<file path="src/rtl/uart_rx_pkg.sv">
// Shared UART definitions: FSM state encoding and the baud divider
// computation, so the receiver and transmitter derive identical timing.
package uart_rx_pkg;

    // Receiver FSM encoding
    localparam logic [2:0] ST_IDLE      = 3'd0;
    localparam logic [2:0] ST_START     = 3'd1;
    localparam logic [2:0] ST_DATA      = 3'd2;
    localparam logic [2:0] ST_STOP      = 3'd3;
    localparam logic [2:0] ST_WAIT_IDLE = 3'd4;

    typedef enum logic [2:0] {
        S_IDLE      = ST_IDLE,
        S_START     = ST_START,
        S_DATA      = ST_DATA,
        S_STOP      = ST_STOP,
        S_WAIT_IDLE = ST_WAIT_IDLE
    } rx_state_e;

    // Clocks per sample tick, floored.
    function automatic int unsigned calc_div(input int unsigned clk_freq,
                                             input int unsigned baud_rate,
                                             input int unsigned oversample);
        return clk_freq / (baud_rate * oversample);
    endfunction

    // 2-of-3 majority.
    function automatic logic vote3(input logic a, input logic b, input logic c);
        return (a & b) | (a & c) | (b & c);
    endfunction

endpackage

</file>
<file path="src/rtl/baud_tick_gen.sv">
// Free-running oversample tick generator: one-clock tick every DIV clocks.
module baud_tick_gen
    import uart_rx_pkg::*;
#(
    parameter int unsigned CLK_FREQ   = 50000000,
    parameter int unsigned BAUD_RATE  = 9600,
    parameter int unsigned OVERSAMPLE = 16
) (
    input  logic i_clk,
    input  logic i_rst,
    output logic tick
);

    localparam int unsigned DIV = calc_div(CLK_FREQ, BAUD_RATE, OVERSAMPLE);
    localparam int unsigned CW  = (DIV > 1) ? $clog2(DIV) : 1;
    localparam logic [CW-1:0] CNT_LAST = CW'(DIV - 1);

    logic [CW-1:0] cnt_q, cnt_d;

    // Tick on the last count, then wrap to zero.
    always_comb begin
        tick  = (cnt_q == CNT_LAST);
        cnt_d = tick ? '0 : cnt_q + 1'b1;
    end

    // Divider counter register.
    always_ff @(posedge i_clk or posedge i_rst) begin
        if (i_rst) cnt_q <= '0;
        else       cnt_q <= cnt_d;
    end

endmodule

</file>
<file path="src/rtl/uart_rx.sv">
// UART receiver: 2-flop input synchronizer, oversampled start detection,
// 3-sample majority vote per bit, LSB-first shift register, one-clock
// o_valid / o_frame_err pulses.
//
// Sample counter alignment: the counter is cleared on the tick where the
// start-bit centre is confirmed. From there every bit is OVERSAMPLE ticks
// long and the counter value seen at a tick is (ticks since centre - 1),
// so OVERSAMPLE-2 / OVERSAMPLE-1 / OVERSAMPLE are the samples one tick
// before, at, and one tick after each bit centre. The bit is decided on
// the last of the three; the counter then restarts at 1 to keep the
// OVERSAMPLE-tick bit period.
module uart_rx
    import uart_rx_pkg::*;
#(
    parameter int unsigned CLK_FREQ     = 50000000,
    parameter int unsigned BAUD_RATE    = 9600,
    parameter int unsigned PAYLOAD_SIZE = 8,
    parameter int unsigned OVERSAMPLE   = 16
) (
    input  logic                    i_clk,
    input  logic                    i_rst,
    input  logic                    i_rx,
    output logic [PAYLOAD_SIZE-1:0] o_data,
    output logic                    o_valid,
    output logic                    o_frame_err
);

    localparam int unsigned SCW = $clog2(OVERSAMPLE + 1);
    localparam int unsigned BCW = $clog2(PAYLOAD_SIZE + 1);

    localparam logic [SCW-1:0] S_HALF = SCW'(OVERSAMPLE / 2 - 1);
    localparam logic [SCW-1:0] S_PRE  = SCW'(OVERSAMPLE - 2);
    localparam logic [SCW-1:0] S_MID  = SCW'(OVERSAMPLE - 1);
    localparam logic [SCW-1:0] S_POST = SCW'(OVERSAMPLE);
    localparam logic [BCW-1:0] B_LAST = BCW'(PAYLOAD_SIZE - 1);

    logic                    tick;
    logic [1:0]              sync_q, sync_d;
    logic                    line;
    rx_state_e               state_q, state_d;
    logic [SCW-1:0]          samp_q, samp_d;
    logic [BCW-1:0]          bit_q, bit_d;
    logic [PAYLOAD_SIZE-1:0] shift_q, shift_d;
    logic [1:0]              votes_q, votes_d;
    logic [PAYLOAD_SIZE-1:0] data_q, data_d;
    logic                    valid_q, valid_d;
    logic                    ferr_q, ferr_d;
    logic                    bit_val;

    baud_tick_gen #(
        .CLK_FREQ  (CLK_FREQ),
        .BAUD_RATE (BAUD_RATE),
        .OVERSAMPLE(OVERSAMPLE)
    ) u_tick (
        .i_clk(i_clk),
        .i_rst(i_rst),
        .tick (tick)
    );

    // Synchronizer shift; line is the metastability-safe copy of i_rx.
    always_comb begin
        sync_d = {sync_q[0], i_rx};
        line   = sync_q[1];
    end

    // Next-state, sampling, shift register and output pulse logic.
    always_comb begin
        state_d = state_q;
        samp_d  = samp_q;
        bit_d   = bit_q;
        shift_d = shift_q;
        votes_d = votes_q;
        data_d  = data_q;
        valid_d = 1'b0;
        ferr_d  = 1'b0;
        bit_val = vote3(votes_q[0], votes_q[1], line);

        if (tick) begin
            unique case (state_q)
                S_IDLE: begin
                    if (!line) begin
                        state_d = S_START;
                        samp_d  = '0;
                    end
                end

                S_START: begin
                    if (samp_q == S_HALF) begin
                        samp_d = '0;
                        if (!line) begin
                            state_d = S_DATA;
                            bit_d   = '0;
                        end else begin
                            // Too short to be a start bit
                            state_d = S_IDLE;
                        end
                    end else begin
                        samp_d = samp_q + 1'b1;
                    end
                end

                S_DATA: begin
                    if (samp_q == S_PRE) votes_d[0] = line;
                    if (samp_q == S_MID) votes_d[1] = line;
                    if (samp_q == S_POST) begin
                        shift_d                 = shift_q >> 1;
                        shift_d[PAYLOAD_SIZE-1] = bit_val;
                        samp_d                  = SCW'(1);
                        if (bit_q == B_LAST) begin
                            state_d = S_STOP;
                            bit_d   = '0;
                        end else begin
                            bit_d = bit_q + 1'b1;
                        end
                    end else begin
                        samp_d = samp_q + 1'b1;
                    end
                end

                S_STOP: begin
                    if (samp_q == S_PRE) votes_d[0] = line;
                    if (samp_q == S_MID) votes_d[1] = line;
                    if (samp_q == S_POST) begin
                        samp_d = '0;
                        if (bit_val) begin
                            data_d  = shift_q;
                            valid_d = 1'b1;
                            state_d = S_IDLE;
                        end else begin
                            ferr_d  = 1'b1;
                            state_d = S_WAIT_IDLE;
                        end
                    end else begin
                        samp_d = samp_q + 1'b1;
                    end
                end

                S_WAIT_IDLE: begin
                    // Need a full bit of consecutive high ticks (ends a break)
                    if (line) begin
                        if (samp_q == S_MID) begin
                            state_d = S_IDLE;
                            samp_d  = '0;
                        end else begin
                            samp_d = samp_q + 1'b1;
                        end
                    end else begin
                        samp_d = '0;
                    end
                end

                default: begin
                    state_d = S_IDLE;
                    samp_d  = '0;
                    bit_d   = '0;
                end
            endcase
        end
    end

    // State and datapath registers.
    always_ff @(posedge i_clk or posedge i_rst) begin
        if (i_rst) begin
            sync_q  <= 2'b11;
            state_q <= S_IDLE;
            samp_q  <= '0;
            bit_q   <= '0;
            shift_q <= '0;
            votes_q <= '0;
            data_q  <= '0;
            valid_q <= 1'b0;
            ferr_q  <= 1'b0;
        end else begin
            sync_q  <= sync_d;
            state_q <= state_d;
            samp_q  <= samp_d;
            bit_q   <= bit_d;
            shift_q <= shift_d;
            votes_q <= votes_d;
            data_q  <= data_d;
            valid_q <= valid_d;
            ferr_q  <= ferr_d;
        end
    end

    assign o_data      = data_q;
    assign o_valid     = valid_q;
    assign o_frame_err = ferr_q;

endmodule

</file>
<file path="config.mk">
export PLATFORM = sky130hd
export DESIGN_NAME = uart_rx
export DESIGN_NICKNAME = d
export VERILOG_FILES = /design/src/rtl/uart_rx_pkg.sv /design/src/rtl/baud_tick_gen.sv /design/src/rtl/uart_rx.sv
export SDC_FILE = /design/constraint.sdc
export NUM_CORES = 1
export LEC_CHECK = 0
export ABC_CLOCK_PERIOD_IN_PS = 2900
export CORE_MARGIN = 8
export CORE_UTILIZATION = 43
export CTS_CLUSTER_DIAMETER = 50
export DETAILED_ROUTE_END_ITERATION = 7
export HOLD_SLACK_MARGIN = 0.05
export MAX_ROUTING_LAYER = met4
export PLACE_DENSITY = 0.58
export SYNTH_ARGS = -nofsm -noshare
export SYNTH_HDL_FRONTEND = slang
export SYNTH_SLANG_ARGS = --single-unit
</file>
<file path="constraint.sdc">
create_clock -name i_clk -period 2.9 [get_ports i_clk]
set_clock_uncertainty 0.15 [all_clocks]
set_input_delay 0.58 -clock i_clk [delete_from_list [all_inputs] [get_ports i_clk]]
set_output_delay 0.58 -clock i_clk [all_outputs]
set_load 0.01 [all_outputs]
</file>
# --- After elaboration in Yosys (flattened, before gate mapping) ---
# Cells that the tools add are included.
totals:
  reg_bits: 43
  latch_bits: 0
  ramBits: 0
  romBits: 0
  output_inout_bits: 10
  wordCells: 79
  n_memories: 0
op_classes:
  n_addsub: 3
  multipliers: 0
  div: 0
  magnitude_cmp: 0
  eq_ne: 18
  n_shift: 0
  n_mux: 31
  bitwise_logic: 6
  n_reduce_logical: 10
ops:
  columns: ["op", "count"]
  rows:
  - ["5-bit two-way mux", 6]
  - ["5-bit case mux with 5 select lines", 1]
  - ["3-bit two-way mux", 8]
  - ["4-bit two-way mux", 4]
  - ["2-bit != test (second input constant)", 8]
  - ["3-bit case mux with 5 select lines", 1]
  - ["4-bit case mux with 3 select lines", 1]
  - ["5-bit by 4-bit equality test with 1-bit output (second input constant)", 2]
  - ["9-bit by 1-bit adder with 9-bit output (second input constant)", 1]
  - ["9-bit equality test (second input constant)", 1]
  - ["9-bit two-way mux", 1]
  - ["3-bit AND reduction", 3]
  - ["1-bit two-way mux", 8]
  - ["8-bit AND reduction", 1]
  - ["3-bit by 2-bit equality test with 1-bit output (second input constant)", 2]
  - ["5-bit by 1-bit adder with 5-bit output (second input constant)", 1]
  - ["5-bit by 3-bit equality test with 1-bit output (second input constant)", 1]
  - ["5-bit equality test (second input constant)", 1]
  - ["5-bit AND reduction", 1]
  - ["4-bit by 1-bit adder with 4-bit output (second input constant)", 1]
  - ["4-bit by 3-bit equality test with 1-bit output (second input constant)", 1]
  - ["4-bit AND reduction", 1]
  - ["1-bit AND", 3]
  - ["3-bit by 1-bit equality test with 1-bit output (second input constant)", 1]
  - ["other kinds (8)", 9]

# --- Longest topological paths before layout ---
# Gate-level depths: netlist of run 1.
logic_depth:
  ltp_word: 7
  mapped_depth: 8
  ltp_nobuf: 8

# --- Hierarchy ---
# A second synthesis of run 1 with hierarchy kept.
unflattened:
  hier_cells: 195
  hier_area_um2: 2175.8
by_module_without_submodules:
  columns: ["module", "instances", "cells_each", "area_per_inst_um2", "seq_area_each_um2"]
  rows:
  - ["uart_rx", 1, 153, 1747.9, 853.3]
  - ["baud_tick_gen", 1, 42, 427.9, 225.2]

# --- Worst setup path before layout of run 1 ---
# OpenSTA, ideal clock, no wires.
synth_path:
  path_type: "register to register"
  from: "reg sync_q[1]"
  to: "reg state_q[2]"
  arrival_time_ns: 1.824
  t_required_ns: 2.625
  path_slack_ns: 0.802
  path_stages_with_launch: 7
  path_cell_list: "dfstp_2 > clkbuf_2 > or4b_1 > and3_1 > clkbuf_1 > nand3_1 > mux2_2"
synth_between:
  elab_chain_cells: 6
  word_cells_on_any_way: 10
  cone_classes: "eq/ne (2); mux (3); bitwise (4); reduce/logical (1)"
synth_rtl:
  columns: ["element", "line_no", "source"]
  rows:
  - ["start, declared", "uart_rx.sv:38", "logic [1:0] sync_q, sync_d;"]
  - ["start signal, assigned", "uart_rx.sv:174", "sync_q <= sync_d;"]
  - ["1-bit AND", "uart_rx_pkg.sv:29", "return (a & b) | (a & c) | (b & c);"]
  - ["1-bit OR (2 in series)", "uart_rx_pkg.sv:29", null]
  - ["3-bit two-way mux", "uart_rx.sv:125", "if (bit_val) begin"]
  - ["3-bit two-way mux", "uart_rx.sv:123", "if (samp_q == S_POST) begin"]
  - ["3-bit case mux with 5 select lines", "uart_rx.sv:79", "unique case (state_q)"]
  - ["end signal, assigned", "uart_rx.sv:175", "state_q <= state_d;"]
  - ["end, declared", "uart_rx.sv:40", "rx_state_e state_q, state_d;"]
# Parallel ways exist; a longest one is shown, timed or not. The select of a mux whose other input is x is not followed.
# A chain may end at the register's enable or synchronous reset.

# --- Final worst setup path of run 1 ---
layout_path:
  from: "reg samp_q[0]"
  to: "reg bit_q[0]"
layout_between:
  elab_chain_cells: 3
  word_cells_on_any_way: 5
  cone_classes: "eq/ne (4); reduce/logical (1)"
layout_rtl:
  columns: ["element", "line_no", "source"]
  rows:
  - ["start, declared", "uart_rx.sv:41", "logic [SCW-1:0] samp_q, samp_d;"]
  - ["start signal, assigned", "uart_rx.sv:176", "samp_q <= samp_d;"]
  - ["5-bit equality test or 5-bit by 3-bit equality test with 1-bit output (tied branches)", "uart_rx.sv:105, uart_rx.sv:88", null]
  - ["2-bit != test (no line)", null, null]
  - ["5-bit AND reduction (no line) *", null, null]
  - ["end signal, assigned", "uart_rx.sv:177", "bit_q <= bit_d;"]
  - ["end, declared", "uart_rx.sv:42", "logic [BCW-1:0] bit_q, bit_d;"]
# Mark *: on every way between the ends. The rest lies on a longest branch, timed or not.

==> summary.md, run 1 <==
| Metric | Value |
|---|---|
| Outcome | finished clean |
| DP HPWL | 3.13 mm |
| Synth cell types | 57 |
| Layout cells sized above 1 | 22.1% |
| Resized cells post-CTS | 0 |
| CP Launch Type | flip-flop |
| Fin. Hold Viols | 0 |
| Slowest cell on crit path | dfrtp_1 |
| Routed wire length | 4.32 mm |
| Clock slew at reported path FFs | 0.08 ns |
| Static Leak | 1.13 nW |
| Psw | 0.000213 W |
| CP max FO | 7 |
| IO Pins | 13 |
| Clock sink total | 43 |
| P per Cell Area | 397 mW/mm2 |
| Sw Share | 21.6% |
| Detailed-route DRC error count | 0 |
| Initial DRC count | 107 |
| CTS Buf Count | 5 |
| Power Internal | 0.000774 W |
| Reg2Reg Setup Slack | 0.72 ns |
| Die Wd | 87.8 um |
| CP required | 2.93 ns |
| Post-Syn Instances | 188 |
| Cell Area, Placed | 0.00240 mm2 |
| # Post-CTS Setup Buffers | 0 |
| Die area | 0.00772 mm2 |
| Worst Hold Class | flip-flop to flip-flop |
| Setup WS post-layout | 0.718 ns |
| Total of max-cap violations | 0 |
| GRT Util Overall | 13.0% |
| # fillers | 452 |
| F_max | 458 MHz |
| First-pass GRT wire length | 7.58 mm |
| Maximum VDD drop | 0.312 mV |
| Total negative setup slack | 0 ns |
| Setup WS pre-CTS | 0.744 ns |
| Crit path depth | 7 |
| Synthesis-to-layout area growth | 12.0% |
| Async set or reset register ratio after synthesis | 100% |
| Warnings from Yosys | 0 |
| Worst r2r path cells | 7 |
| Routed Antenna Nets | 0 |
| Layout Nets | 214 |
| Routability Congestion | 0.851 |
| Largest net degree at the start of global routing | 44 |
| CP arrival | 2.21 ns |
| Worst-case clock buffer depth | 2 |
| Vias/cell | 5.47 |
| Root Buffer | clkbuf_8 |
| H-tree Lvls | 2 |
| Hold path depth | 0 |
| Area leader, netlist | dfrtp_1 |
| Core area | 0.00504 mm2 |
| Ranking of synthesized cells by area | dfrtp_1 (46%), mux2_2 (10%), ha_1 (4.5%), dfstp_2 (2.4%), xor2_1 (2.4%) |
| Clk Latency, worst-skew pair | 0.29 ns |
| Syn Nets | 199 |
| Number of synthesized flops with an enable pin | 0 |
| Vias | 1500 |
| Post-CTS Hold Buffers | 0 |
| Starting Density | 44.0% |
| Combinational power share | 1.6% |
| Worst slew pin tran | 0.563 ns |
| Finished Cell Area | 0.00249 mm2 |
| GRT overflow | 0 |
| Cell with the most instances after synthesis | dfrtp_1 |
| Max Slew Vio Count | 0 |
| Overall Power | 0.000987 W |
| RSZ-0062 raised after global routing | no |
| Worst rel slew slack | 62.3% |
| Top cell type's share of synthesized area | 46.2% |
| WL per Instance | 15.8 um |
| Clk network pwr share | 37.2% |
| Sequential element share of the synthesized area | 48.6% |
| Worst hold margin | 0.209 ns |
| Synthesized flop and latch total | 43 |
| CP endpoint kind | flip-flop |
| Mapped Area | 0.00222 mm2 |
| Delay-heaviest family, CP | flip-flops |
| Drt pass-1 iters | 4 |
| ANT cells | 0 |
| Initial antenna violation count | 0 |
| Minimum clock period | 2.18 ns |
| Final Setup Violations | 0 |
| CP Cell Sequence | inv_1, ha_1, nor4bb_1, buf_4, a221oi_2, or3_4, mux2_2 |
| IO Port Bufs | 12 |
| Crit path kind | flip-flop to flip-flop |
| Mapped Avg Cell Area | 11.8 um2 |
| Vias in the first global route | 1557 |
| Ys flop type | dfrtp_1 |
| CP max stage delay | 0.41 ns |
| Period Utilization, post-route | 75.2% |
| Rows | 26 |
| CP Buf/Inv Count | 2 |
| Commonest cells post-synth | dfrtp_1 (41), mux2_2 (20), nor2_1 (12), inv_1 (11), nand3_1 (9) |
| CTS tree | yes |
| Die Span Y | 87.8 um |
| Sequential share of power | 61.2% |
==> cells by family after synthesis <==
kind of cell / Yosys count / synth area share, %
adders and majority gates: 9 / 4.96
xor gates and xnor gates: 8 / 3.16
AOI/OAI and AO/OA: 25 / 8.96
buffers and inverters: 17 / 3.72
DFF: 43 / 48.6
muxes: 20 / 10.1
and+or+nand+nor: 66 / 20.5
==> metrics by stage <==
stage                     util [%]  std cells
after floorplan                  -        188
after global placement        47.6        266
after detailed placement      47.6        266
after CTS                     49.3        274
after global routing          49.3        274
final                         49.3        274
==> power by group through the flow <==
stage | clock network [W] | logic (W) | registers (W)
2_1_floorplan | 0 | 0.0000114 | 0.000614
3_3_place_gp | 0 | 0.0000165 | 0.000615
3_5_place_dp | 0 | 0.0000170 | 0.000615
4_1_cts | 0.000385 | 0.0000172 | 0.000603
5_1_grt | 0.000411 | 0.0000190 | 0.000604
6_report | 0.000367 | 0.0000160 | 0.000603
==> path summary, 6_finish.rpt <==
check                          start         end
setup / recovery           samp_q[0]    bit_q[0]
hold / removal             sync_q[0]   sync_q[1]
setup reg to reg           samp_q[0]    bit_q[0]
hold reg to reg            sync_q[0]   sync_q[1]
max in group asynchronous      i_rst   sync_q[0]
min in group asynchronous      i_rst  shift_q[3]
==> routing by layer <==
layer,track usage [%],wire [um]
met5,-,0
met4,4.53,55
met3,2.81,187
met2,21.4,2130
met1,15.2,1940
==> registers in the layout (all words and copies together), names as in the netlist <==
| register | count |
|---|---|
| samp_q | 5 |
| state_q | 3 |
| o_data | 8 |
| o_valid | 1 |
| shift_q | 8 |
| bit_q | 4 |
| votes_q | 2 |
| u_tick.cnt_q | 9 |
| o_frame_err | 1 |
| sync_q | 2 |
==> cells in the final DEF, fill, tap and decap left out, types with 2 or more instances in the layout <==
cell type and instances:
o2111ai_1 2, o21bai_1 2, clkbuf_8 5, a31oi_1 2, dfstp_2 2, nand2b_1 2, xor2_1 6, o41ai_1 2
ha_1 8, and3_2 2, dfrtp_1 41, xnor2_1 2, nand4b_1 2, clkdlybuf4s50_1 12, nor3_1 2, inv_1 11
nand3_4 2, and3_1 3, nor2b_1 2, o21ai_0 3, mux2_2 20, and4b_1 2, buf_4 2, nor2_1 12
nand2_1 8, nand4_1 3, nand3b_1 2, o31ai_1 3, nand3_1 9
==> final cells by class <==
type                       instances  area (um2)  share of cell area (%)
multi-input combinational        128        1060                    42.6
inverter                          11        41.3                    1.66
sequential                        43        1080                    43.4
timing repair buffer              14         135                    5.44
clock inverter                     2        12.5                   0.503
clock buffer                       6        72.6                    2.92
tap                               70        87.6                    3.52
(Power assumes the default switching activity.)
==> run 2, diff against run 1 <==
--- a/config.mk
+++ b/config.mk
@@ -5,14 +5,14 @@
 export SDC_FILE = /design/constraint.sdc
 export NUM_CORES = 1
 export LEC_CHECK = 0
-export ABC_CLOCK_PERIOD_IN_PS = 2900
+export ABC_CLOCK_PERIOD_IN_PS = 1700
 export CORE_MARGIN = 8
 export CORE_UTILIZATION = 43
 export CTS_CLUSTER_DIAMETER = 50
 export DETAILED_ROUTE_END_ITERATION = 7
 export HOLD_SLACK_MARGIN = 0.05
 export MAX_ROUTING_LAYER = met4
-export PLACE_DENSITY = 0.58
+export PLACE_DENSITY = 0.6
 export SYNTH_ARGS = -nofsm -noshare
 export SYNTH_HDL_FRONTEND = slang
 export SYNTH_SLANG_ARGS = --single-unit
==> constraint.sdc (replaced) <==
create_clock -name i_clk -period 1.7 [get_ports i_clk]
set_clock_uncertainty 0.15 [all_clocks]
set_input_delay 0.34 -clock i_clk [delete_from_list [all_inputs] [get_ports i_clk]]
set_output_delay 0.34 -clock i_clk [all_outputs]
set_load 0.01 [all_outputs]
==> summary.md, run 2 (synthesis gave the netlist of run 1 again) <==
| Metric | Value |
|---|---|
| Worst rel slew slack | 66.7% (+4.4 points) |
| Crit path kind | flip-flop to flip-flop |
| Failing checks | negative setup slack |
| Flip-flop count of the largest register after layout | 9 (unchanged) |
| Most flop-heavy register | u_tick.cnt_q |
| Core area | 0.00504 mm2 (unchanged) |
| Post-CTS Hold Buffers | 0 (unchanged) |
| RR Startpoint | samp_q[0] |
| Setup WS pre-CTS | -0.352 ns (-1.10 ns) |
| Drt pass-1 iters | 4 (unchanged) |
| Clk Latency, worst-skew pair | 0.30 ns (about the same) |
| Commonest non-fill, non-tap cell in the layout | buf_4 |
| Total of max-cap violations | 0 (unchanged) |
| Final Setup Violations | 37 (+37) |
| Worst Hold Class | flip-flop to flip-flop |
| Routability Congestion | 0.860 (+1.1%) |
| DP HPWL | 3.82 mm (+22%) |
| GRT Util Overall | 15.5% (+2.5 points) |
| Initial DRC count | 89 (-17%) |
| WL per Instance | 16.3 um (+3.1%) |
| Total negative setup slack | -7.48 ns (-7.48 ns) |
| Root Buffer | clkbuf_8 |
| Worst r2r path cells | 7 (unchanged) |
| Die Span Y | 87.8 um (unchanged) |
| CTS tree | yes |
| Layout Nets | 271 (+27%) |
| GRT overflow | 0 (unchanged) |
| Max Slew Vio Count | 0 (unchanged) |
| Worst-case clock buffer depth | 2 (unchanged) |
| Minimum clock period | 2.04 ns (-0.141 ns) |
| Maximum VDD drop | 0.335 mV (+7.4%) |
| Setup WS post-layout | -0.341 ns (-1.06 ns) |
| CTS Buf Count | 5 (unchanged) |
| Hold path depth | 0 (unchanged) |
| IO Pins | 13 (unchanged) |
| Die Wd | 87.8 um (unchanged) |
| First-pass GRT wire length | 9.08 mm (+20%) |
| Starting Density | 44.0% (unchanged) |
| Fin util | 63.7% (+14 points) |
| Detailed-route DRC error count | 0 (unchanged) |
| Initial antenna violation count | 0 (unchanged) |
| Vias | 1746 (+16%) |
| Static Leak | 1.57 nW (+39%) |
| Hold Crit Start | sync_q[0] |
| Routed Antenna Nets | 0 (unchanged) |
| Min-Delay Endpoint | sync_q[1] |
| IO Port Bufs | 12 (unchanged) |
| P per Cell Area | 529 mW/mm2 (+33%) |
| Fin. Hold Viols | 0 (unchanged) |
| Reg2Reg Setup Slack | -0.34 ns (-1.06 ns) |
| Worst slew pin tran | 0.498 ns (-0.0658 ns) |
| Period Utilization, post-route | 120% (+45 points) |
| CP arrival | 2.08 ns (-0.13 ns) |
| Vias/cell | 5.27 (-3.6%) |
| Clock sink total | 43 (unchanged) |
| F_max | 490 MHz (+6.9%) |
| Most frequent cells in the layout | buf_4 (46), dfrtp_1 (41), mux2_2 (17) |
| Rows | 26 (unchanged) |
| Clock slew at reported path FFs | 0.09 ns (about the same) |
| RSZ-0062 raised after global routing | yes |
| CP max FO | 5 (-2) |
| ANT cells | 0 (unchanged) |
| CP Launch Type | flip-flop |
| Outcome | finished with violations |
| Layout cells sized above 1 | 51.0% (+29 points) |
| Synthesis-to-layout area growth | 44.8% |
| Worst R2R End | bit_q[0] |
| Routed wire length | 5.38 mm (+25%) |
| Vias in the first global route | 1910 (+23%) |
| Largest net degree at the start of global routing | 44 (unchanged) |
| Die area | 0.00772 mm2 (unchanged) |
| CP endpoint kind | flip-flop |
| CP required | 1.74 ns (-1.19 ns) |
| H-tree Lvls | 2 (unchanged) |
run 2: cell types whose count changed in the layout (fill, tap and decap cells not counted), moves of 4 or more:
cell             before  now
buf_6                 0   12
nand3_1               9    5
nand3_2               0    4
buf_4                 2   46
ha_1                  8    4
clkdlybuf4s50_1      12    4
dlymetal6s2s_1        0    6
run 2: worst max-delay path: stages (launching register included):
cell,delay (ns)
dfrtp_1,0.40
inv_2,0.07
ha_4,0.16
nor4bb_4,0.14
buf_4,0.17
a221oi_4,0.31
or3_4,0.20
mux2_2,0.32
run 2: what timing repair did:
| item | 4_1_cts | 5_1_grt |
|---|---|---|
| endpoints found under the hold margin | 0 | 0 |
| gates resized for setup | 29 | 27 |
| pin swaps | 17 | 13 |
| setup buffers | 5 | 7 |
| setup endpoints to repair | 34 | 43 |
run 2: final cells by class:
type | count | area [um2]
Tap cell | 70 | 87.6
Multi-Input combinational cell | 128 | 1290
Sequential cell | 43 | 1080
Clock buffer | 6 | 72.6
Fill cell | 403 | 1830
Inverter | 11 | 41.3
Timing Repair Buffer | 71 | 633
Clock inverter | 2 | 12.5
run 2: worst max path at each step:
stage | from | to | slack, ns | cells past startpoint
detailed placement | samp_q[1] | samp_q[0] | -0.35 | 7
global route | samp_q[0] | samp_q[0] | -0.40 | 7
finish | samp_q[0] | bit_q[0] | -0.34 | 7
CTS | samp_q[0] | bit_q[0] | -0.30 | 7
global placement | samp_q[1] | samp_q[0] | -0.33 | 7
floorplan | sync_q[1] | state_q[2] | -0.30 | 6
run 2: through the flow:
stage	power, W	hold slack, ns	cells	cell area [um2]
2_1_floorplan	0.00107	0.194	188	2280
3_3_place_gp	0.00108	0.198	314	2820
3_5_place_dp	0.00109	0.199	314	2820
4_1_cts	0.00173	0.200	326	3060
5_1_grt	0.00176	0.204	331	3210
6_report	0.00170	0.199	331	3210
run 2: power by group:
part / switching, W / total [W] / internal [W] / leakage [nW]
combinational: 0.0000253 / 0.0000368 / 0.0000116 / 0.949
clock: 0.000349 / 0.000637 / 0.000287 / 0.0412
sequential: 0.000000844 / 0.00103 / 0.00103 / 0.580
total: 0.000376 / 0.00170 / 0.00132 / 1.57
run 2: metal layers:
layer / vias to the layer above / share of wire [%] / GRT usage [%]
met4: 0 / 1.6 / 4.84
met2: 24 / 54 / 27.5
met3: 9 / 2.5 / 3.10
met5: - / 0 / -
met1: 879 / 42 / 16.9
li1: 834 / - / -
==> run 3, diff against run 2 <==
--- a/config.mk
+++ b/config.mk
@@ -11,7 +11,6 @@
 export CTS_CLUSTER_DIAMETER = 50
 export DETAILED_ROUTE_END_ITERATION = 7
 export HOLD_SLACK_MARGIN = 0.05
-export MAX_ROUTING_LAYER = met4
 export PLACE_DENSITY = 0.6
 export SYNTH_ARGS = -nofsm -noshare
 export SYNTH_HDL_FRONTEND = slang
==> summary.md, run 3 (synthesis gave the netlist of run 1 again) <==
| Metric | Value |
|---|---|
| Outcome | finished with violations |
| Failing checks | negative setup slack |
| CP arrival | 2.08 ns (about the same) |
| CP endpoint kind | flip-flop |
| CTS Buf Count | 5 (unchanged) |
| Clock sink total | 43 (unchanged) |
| CP Launch Type | flip-flop |
| DP HPWL | 3.82 mm (about the same) |
| Finished Cell Area | 0.00328 mm2 (+2.0%) |
| Cell Area, Placed | 0.00286 mm2 (+1.3%) |
| Detailed-route DRC error count | 0 (unchanged) |
| Vias | 1769 (+1.3%) |
| Clock slew at reported path FFs | 0.09 ns (about the same) |
| Period Utilization, post-route | 119% (-0.62 points) |
| Flip-flop count of the largest register after layout | 9 (unchanged) |
| Worst Hold Class | flip-flop to flip-flop |
| Most used cell, CP | ha_4 |
| Worst-case clock buffer depth | 2 (unchanged) |
| Static Leak | 1.63 nW (+3.5%) |
| P per Cell Area | 522 mW/mm2 (-1.4%) |
| Final Setup Violations | 37 (unchanged) |
| Rows | 26 (unchanged) |
| Crit path kind | flip-flop to flip-flop |
| Core area | 0.00504 mm2 (unchanged) |
| Layout Nets | 278 (+2.6%) |
| Slowest cell on crit path | or4_1 |
| IO Pins | 13 (unchanged) |
| Commonest non-fill, non-tap cell in the layout | buf_4 |
| RSZ-0062 raised after global routing | yes |
| Post-CTS Hold Buffers | 0 (unchanged) |
| Synthesis-to-layout area growth | 47.7% |
| Max Slew Vio Count | 0 (unchanged) |
| H-tree Lvls | 2 (unchanged) |
| CP required | 1.75 ns (about the same) |
| F_max | 492 MHz (+0.51%) |
| Layout cells sized above 1 | 51.1% (+0.16 points) |
| CP max stage delay | 0.47 ns (+0.07 ns) |
| CP max FO | 4 (-1) |
| ANT cells | 0 (unchanged) |
| Minimum clock period | 2.03 ns (-0.0105 ns) |
| Starting Density | 44.0% (unchanged) |
| CP Cell Sequence | ha_4, nand3_2, inv_2, ha_4, and4b_1, or4_1, a32o_1 |
| Vias/cell | 5.23 (-0.78%) |
| Die Wd | 87.8 um (unchanged) |
| GRT overflow | 0 (unchanged) |
| Worst slew pin tran | 0.503 ns (+0.00572 ns) |
| WL per Instance | 16.1 um (-0.80%) |
| Die area | 0.00772 mm2 (unchanged) |
| IO Port Bufs | 12 (unchanged) |
| Setup WS post-layout | -0.331 ns (+0.0105 ns) |
| Vias in the first global route | 1913 (+0.16%) |
| Most flop-heavy register | u_tick.cnt_q |
| Drt pass-1 iters | 4 (unchanged) |
| GRT Util Overall | 15.3% (-0.17 points) |
| Maximum VDD drop | 0.406 mV (+21%) |
| Largest net degree at the start of global routing | 44 (unchanged) |
| Clk Latency, worst-skew pair | 0.30 ns (about the same) |
| CTS tree | yes |
| First-pass GRT wire length | 9.14 mm (+0.61%) |
| Fin. Hold Viols | 0 (unchanged) |
| Routed Antenna Nets | 0 (unchanged) |
| Routability Congestion | 0.888 (+3.3%) |
| Overall Power | 0.00171 W (+0.57%) |
| Root Buffer | clkbuf_8 |
| Total of max-cap violations | 0 (unchanged) |
| Worst rel slew slack | 66.3% (-0.38 points) |
| Most frequent cells in the layout | buf_4 (53), dfrtp_1 (39), mux2_2 (18) |
| Initial antenna violation count | 0 (unchanged) |
| Die Span Y | 87.8 um (unchanged) |
| Initial DRC count | 72 (-19%) |
| Routed wire length | 5.45 mm (+1.3%) |
==> run 3: final cells by class <==
class / count / area, um2
Fill cell: 384 / 1760
Inverter: 11 / 41.3
Clock buffer: 6 / 72.6
Multi-Input combinational cell: 128 / 1300
Clock inverter: 2 / 12.5
Sequential cell: 43 / 1080
Tap cell: 70 / 87.6
Timing Repair Buffer: 78 / 687
==> run 3: repair_timing <==
| item | in CTS | in global routing |
|---|---|---|
| buffers inserted | 8 | 7 |
| pin swaps | 6 | 14 |
| setup endpoints to repair | 35 | 44 |
| gates resized for setup | 29 | 27 |
==> run 3: metal layers <==
metal	GRT usage [%]	up-vias	part of all wire (%)
met5	0	-	0
li1	-	845	-
met4	6.56	0	2.1
met2	27.5	22	53
met1	16.8	888	42
met3	3.47	14	2.3
==> run 3: worst max-delay path: cells and delay by family (launching register included) <==
kind | cells | cell delay (ns)
AND/OR/NAND/NOR | 3 | 0.75
flip-flops | 1 | 0.43
adder cells (fa/ha/maj) | 2 | 0.29
AO/OA/AOI/OAI | 1 | 0.23
buffers and inverters | 1 | 0.09
==> run 3: power breakdown <==
part	internal, W	switching [W]
combinational	0.0000116	0.0000253
clock	0.000287	0.000359
sequential	0.00103	0.00000100
total	0.00132	0.000385
==> run 3: stage by stage <==
stage	setup TNS, ns	utilization, %	hold slack [ns]	cells	setup WS, ns
2_1_floorplan	-4.36	-	0.194	188	-0.303
3_3_place_gp	-6.64	56.7	0.203	319	-0.319
3_5_place_dp	-9.17	56.7	0.201	319	-0.417
4_1_cts	-7.95	61.8	0.211	333	-0.325
5_1_grt	-9.57	65.0	0.220	338	-0.400
6_report	-7.62	65.0	0.211	338	-0.331
==> run 3: final timing paths <==
check                      slack, ns  startpoint   endpoint  depth (start not counted)
min                             0.21   sync_q[0]  sync_q[1]                          0
min in group asynchronous       0.25       i_rst  o_data[6]                          3
max                            -0.33   samp_q[0]  samp_q[0]                          7
min reg2reg                     0.21   sync_q[0]  sync_q[1]                          0
max reg2reg                    -0.33   samp_q[0]  samp_q[0]                          7
max in group asynchronous       0.88       i_rst  sync_q[1]                          3
